## src/rtl/ql_pkg.sv

```systemverilog
// Shared QL IPC link definitions: link state encoding, timer sizing and default timeout.
// Latency: none; no backpressure.
package ql_pkg;

  typedef enum logic [1:0] {
    ST_IDLE  = 2'd0,
    ST_ARMED = 2'd1,
    ST_SHIFT = 2'd2
  } ql_state_e;

  localparam int          QL_TIMER_W         = 20;
  localparam logic [19:0] QL_TIMEOUT_DEFAULT = 20'd550000;

  // Frame bits leave LSB first; vacated positions fill with 0.
  function automatic logic [3:0] ql_shift(input logic [3:0] v);
    return {1'b0, v[3:1]};
  endfunction

endpackage

```

## src/rtl/ql_sync.sv

```systemverilog
// Multi-flop synchronizer for one asynchronous bit, with a selectable reset level.
// Latency: STAGES clk; no backpressure.
module ql_sync #(
  parameter int   STAGES  = 2,
  parameter logic RST_VAL = 1'b0
) (
  input  logic clk,
  input  logic reset_n,
  input  logic d,
  output logic q
);

  logic [STAGES-1:0] ff_q;

  always_ff @(posedge clk or negedge reset_n) begin
    if (!reset_n) begin
      ff_q <= {STAGES{RST_VAL}};
    end else begin
      ff_q <= (ff_q << 1) | STAGES'(d);
    end
  end

  assign q = ff_q[STAGES-1];

endmodule

```

## src/rtl/ipc_link_ctrl.sv

```systemverilog
// IPC comdata link: CPU loads a 4-bit frame, one bit leaves per synchronized comctrl falling edge.
// Latency: SYNC_STAGES+1 clk from comctrl edge to output; no backpressure, CPU polls busy.
module ipc_link_ctrl
  import ql_pkg::*;
#(
  parameter logic [19:0] TIMEOUT_CYCLES = QL_TIMEOUT_DEFAULT,
  parameter int          SYNC_STAGES    = 2
) (
  input  logic       clk,
  input  logic       reset_n,
  input  logic       cen,
  input  logic       wr_stb,
  input  logic [3:0] wr_data,
  input  logic       err_clr,
  input  logic       comctrl,
  input  logic       comdata_ipc,
  output logic       comdata_out,
  output logic       comdata_status,
  output logic       busy,
  output logic       rx_bit,
  output logic       timeout_err
);

  ql_state_e             state_q, state_d;
  logic [3:0]            shreg_q, shreg_d;
  logic [QL_TIMER_W-1:0] timer_q, timer_d;
  logic                  rx_bit_q, rx_bit_d;
  logic                  err_q, err_d;
  logic                  ctrl_prev_q;
  logic                  ctrl_sync, data_sync;
  logic                  fall, load, clr, expired;

  // comctrl idles high so its chain resets to 1, avoiding a false edge at reset release.
  ql_sync #(.STAGES(SYNC_STAGES), .RST_VAL(1'b1)) u_sync_ctrl (
    .clk     (clk),
    .reset_n (reset_n),
    .d       (comctrl),
    .q       (ctrl_sync)
  );

  ql_sync #(.STAGES(SYNC_STAGES), .RST_VAL(1'b0)) u_sync_data (
    .clk     (clk),
    .reset_n (reset_n),
    .d       (comdata_ipc),
    .q       (data_sync)
  );

  assign fall    = ctrl_prev_q & ~ctrl_sync;
  assign load    = wr_stb & cen;
  assign clr     = err_clr & cen;
  assign expired = (state_q != ST_IDLE) && (timer_q == (TIMEOUT_CYCLES - 20'd1));

  // Priority: CPU load, then comctrl edge, then timeout; the edge restarts the timer.
  always_comb begin
    state_d  = state_q;
    shreg_d  = shreg_q;
    timer_d  = timer_q;
    err_d    = err_q;
    rx_bit_d = rx_bit_q;

    if (fall) begin
      rx_bit_d = data_sync;
    end
    if (clr) begin
      err_d = 1'b0;
    end

    if (load) begin
      shreg_d = wr_data;
      timer_d = '0;
      state_d = ST_ARMED;
    end else if (fall) begin
      shreg_d = ql_shift(shreg_q);
      timer_d = '0;
      case (state_q)
        ST_ARMED: state_d = ST_SHIFT;
        ST_SHIFT: state_d = ST_IDLE;
        default:  state_d = state_q;
      endcase
    end else if (expired) begin
      shreg_d = '0;
      timer_d = '0;
      state_d = ST_IDLE;
      err_d   = 1'b1;
    end else if (state_q != ST_IDLE) begin
      timer_d = timer_q + QL_TIMER_W'(1);
    end else begin
      timer_d = '0;
    end
  end

  always_ff @(posedge clk or negedge reset_n) begin
    if (!reset_n) begin
      state_q     <= ST_IDLE;
      shreg_q     <= '0;
      timer_q     <= '0;
      rx_bit_q    <= 1'b0;
      err_q       <= 1'b0;
      ctrl_prev_q <= 1'b1;
    end else begin
      state_q     <= state_d;
      shreg_q     <= shreg_d;
      timer_q     <= timer_d;
      rx_bit_q    <= rx_bit_d;
      err_q       <= err_d;
      ctrl_prev_q <= ctrl_sync;
    end
  end

  assign comdata_out    = shreg_q[0];
  assign comdata_status = shreg_q[0] & data_sync;
  assign busy           = (state_q != ST_IDLE);
  assign rx_bit         = rx_bit_q;
  assign timeout_err    = err_q;

endmodule

```

## config.mk

```make
export PLATFORM = sky130hd
export DESIGN_NAME = ipc_link_ctrl
export DESIGN_NICKNAME = d
export VERILOG_FILES = /design/src/rtl/ql_pkg.sv /design/src/rtl/ql_sync.sv /design/src/rtl/ipc_link_ctrl.sv
export SDC_FILE = /design/constraint.sdc
export NUM_CORES = 1
export LEC_CHECK = 0
export BUFFER_PORTS_ARGS = -buffer_cell sky130_fd_sc_hd__buf_2
export CORE_ASPECT_RATIO = 0.6
export CORE_MARGIN = 4
export CORE_UTILIZATION = 55
export DETAILED_ROUTE_END_ITERATION = 7
export GPL_TIMING_DRIVEN = 0
export HOLD_SLACK_MARGIN = 0.03
export PLACE_DENSITY = 0.84
export SLEW_MARGIN = 20
export SYNTH_ARGS = -nofsm -noshare
export SYNTH_HDL_FRONTEND = slang
export SYNTH_SLANG_ARGS = --single-unit
```

## constraint.sdc

```tcl
create_clock -name clk -period 2.65 [get_ports clk]
set_input_delay 0.265 -clock clk [delete_from_list [all_inputs] [get_ports clk]]
set_output_delay 0.265 -clock clk [all_outputs]
set_load 0.03 [all_outputs]
```

==> impl_metrics.tcl <==
set metrics [dict create \
    yosysMostFrequentCell "dfrtp_1" \
    clockPowerShare_pct 32.9 \
    fin_crit_sh_pct 72.3 \
    cts_setup_buffers 0 \
    setup_viol_count_final 0 \
    initial_utilization_pct 60.6 \
    layout-area-overhead-vs-synth_pct 13.3 \
    die_width_um 77.5 \
    routed_wl_mm 3.52 \
    cp.arrival_ps 2080 \
    die_area_mm2 0.00385 \
    wire_per_inst_um 16.4 \
    avgSynthCellArea_um2 10.0 \
    antenna_found_initial 0 \
    leakage_nw 0.788 \
    synthFlopType "dfrtp_1" \
    ir_drop_uv 422 \
    cts.sinks 33 \
    fill_cells 207 \
    path_max_fanout 10 \
    synth_commonest_cells "30 x dfrtp_1, 16 x nor2_1, 13 x nand2_1" \
    gp_congestion 0.942 \
    fp.dieH_um 49.7 \
    grt-ovfl-total 0 \
    worstSetupPathType "flop to flop" \
    cp-start-kind "flop" \
    row_count 14 \
    cts_tree "built" \
    relSlewSlack_pct 52.9 \
    pwr-share-seq_pct 49.8 \
    post_synth_instance_area_mm2 0.00159 \
    rsz0062_at_grt "no" \
    vias 1277 \
    clk_root_buffer_cell "clkbuf_8" \
    synth_warnings 0 \
    grtUsageTotal_pct 20.5 \
    power_density_mw_per_mm2 660 \
    synthTopCellsByArea "dfrtp_1 47%, dfstp_2 4.9%, xnor2_1 3.8%, nor2_1 3.8%, o21ai_0 3.1%" \
    syn_nets 173 \
    synth_top_cell_by_area "dfrtp_1" \
    cts_resized 0 \
    cts-htree-levels 2 \
    grt_max_degree 34 \
    dpl.hpwl_mm 2.60 \
    comb_power_share_pct 17.3 \
    worst_slew_pin_slew_ps 706 \
    postCtsHoldBufs 0 \
    async_flop_share_pct 100 \
    synth_top_area_share_pct 47.1 \
    drive_gt1_share_pct 20.9 \
    coreArea_mm2 0.00263 \
    synthCells 159 \
    utilization_pct 68.7 \
    remaining_drc_errors 0 \
    p_int_w 0.000827 \
    numCtsBuffers 5 \
    crit_required_ps 2810 \
    end_kind "flop" \
    grt_pass1_wl_mm 6.12 \
    drt_iter0_drc 57 \
    grt_pass1_vias 1313 \
    synth_seq_area_share_pct 52.1 \
    drtAntennaViolNets 0 \
    maxCapViolations 0 \
    fmax_ghz 0.522 \
    pin_count 16 \
    ys_ff_latch 33 \
    finalHoldViolations 0 \
    rrSetupSlack_ps 730 \
    layout.nets 195 \
    tns_ps 0 \
    portBuffers 15 \
    synth_edf_count 0 \
    period_needed_ps 1920 \
    worst_clock_skew_ps 2.55 \
    synth_cell_type_count 39 \
    clock_path_buffers 2 \
    finalMaxSlewViolations 0 \
    status "finished, final reports clean" \
    via_per_inst 5.97 \
    clk_pin_slew_ps 70 \
    worstHoldPathType "input pin to asynchronous set/reset pin" \
    clk_latency_ps 280 \
    drtPass1Iterations 4 \
    swShare_pct 30.6 \
    switchingPower_w 0.000364 \
    n_antenna_cell 0 \
]
[metrics by stage]
stage          instances  hold WS, ps  setup WS, ps  total power, W  area (um^2)
2_1_floorplan        159        -30.6          1110        0.000727         1590
3_3_place_gp         206          332           862        0.000786         1710
3_5_place_dp         206          349           778        0.000806         1710
4_1_cts              214         50.1           759         0.00120         1800
5_1_grt              214         68.0           566         0.00126         1800
6_report             214         30.3           733         0.00119         1800
[final timing paths]
path                                               startpoint                       endpoint  cells past startpoint
max in group asynchronous                             reset_n          timer_q[17]$_DFF_PN0_                      1
worst min-delay path                                  reset_n  u_sync_data.ff_q[1]$_DFF_PN0_                      1
worst max-delay path                     timer_q[0]$_DFF_PN0_           timer_q[3]$_DFF_PN0_                      6
min in group clk                                      comctrl  u_sync_ctrl.ff_q[0]$_DFF_PN1_                      1
worst min register to register  u_sync_ctrl.ff_q[0]$_DFF_PN1_  u_sync_ctrl.ff_q[1]$_DFF_PN1_                      0
worst max register to register           timer_q[0]$_DFF_PN0_           timer_q[3]$_DFF_PN0_                      6
[area by class of cell]
type / count / area [um^2] / share of cell area (%)
well taps: 32 / 40.0 / 2.22
inverters: 5 / 18.8 / 1.04
repair buffers: 15 / 75.1 / 4.16
clock buffers: 6 / 82.6 / 4.58
plain buffers: 7 / 37.5 / 2.08
clock inverters: 2 / 13.8 / 0.763
flip-flops and latches: 33 / 830 / 46.0
multi-input cells: 114 / 707 / 39.2
[worst max-delay path, stage by stage (launching register included)]
cell and delay [ps]:
dfrtp_1 430, ha_1 280, and3_1 280, nand4_1 190, o211ai_1 240, buf_2 290, nor2_1 80
[logic make-up after synthesis]
| kind of cell | Yosys count | share of synthesized area (%) |
|---|---|---|
| compound gates | 25 | 9.82 |
| xor+xnor | 12 | 6.60 |
| fa+ha+maj | 3 | 2.36 |
| buf+inv | 12 | 3.53 |
| flops | 33 | 52.1 |
| simple gates | 73 | 24.9 |
| mux | 1 | 0.707 |
[power by group through the flow]
stage          sequential (W)  clock [W]  combinational [W]
2_1_floorplan        0.000597          0           0.000129
3_3_place_gp         0.000594          0           0.000193
3_5_place_dp         0.000599          0           0.000207
4_1_cts              0.000590   0.000401           0.000207
5_1_grt              0.000598   0.000427           0.000237
6_report             0.000594   0.000392           0.000205
[placed cells by master, fill, tap and decap left out, drive strengths merged, types with 2 or more instances in the layout]
cell type,n
nor2b,2
xnor2,7
nor3,4
a22oi,3
nand2,13
nor4,2
ha,3
and4,2
inv,5
a21oi,6
buf,20
xor2,5
and2,4
o21ai,10
and3,4
or3,5
nand4,6
clkbuf,8
clkinv,2
dfstp,3
nand3,10
nor2,16
dfrtp,30
[layer usage]
metal	GRT usage (%)	part of all wire, %
met1	26.9	46
met2	32.2	48
met3	6.55	5.3
met4	6.80	0.97
met5	0	0
[sequential cells by signal, summed over array words and instances (netlist names)]
signal and cells:
ctrl_prev_q 1, rx_bit 1, shreg_q 4, state_q 2, timeout_err 1, timer_q 20
u_sync_ctrl.ff_q 2, u_sync_data.ff_q 2
Power figures use the tool's default switching activity.
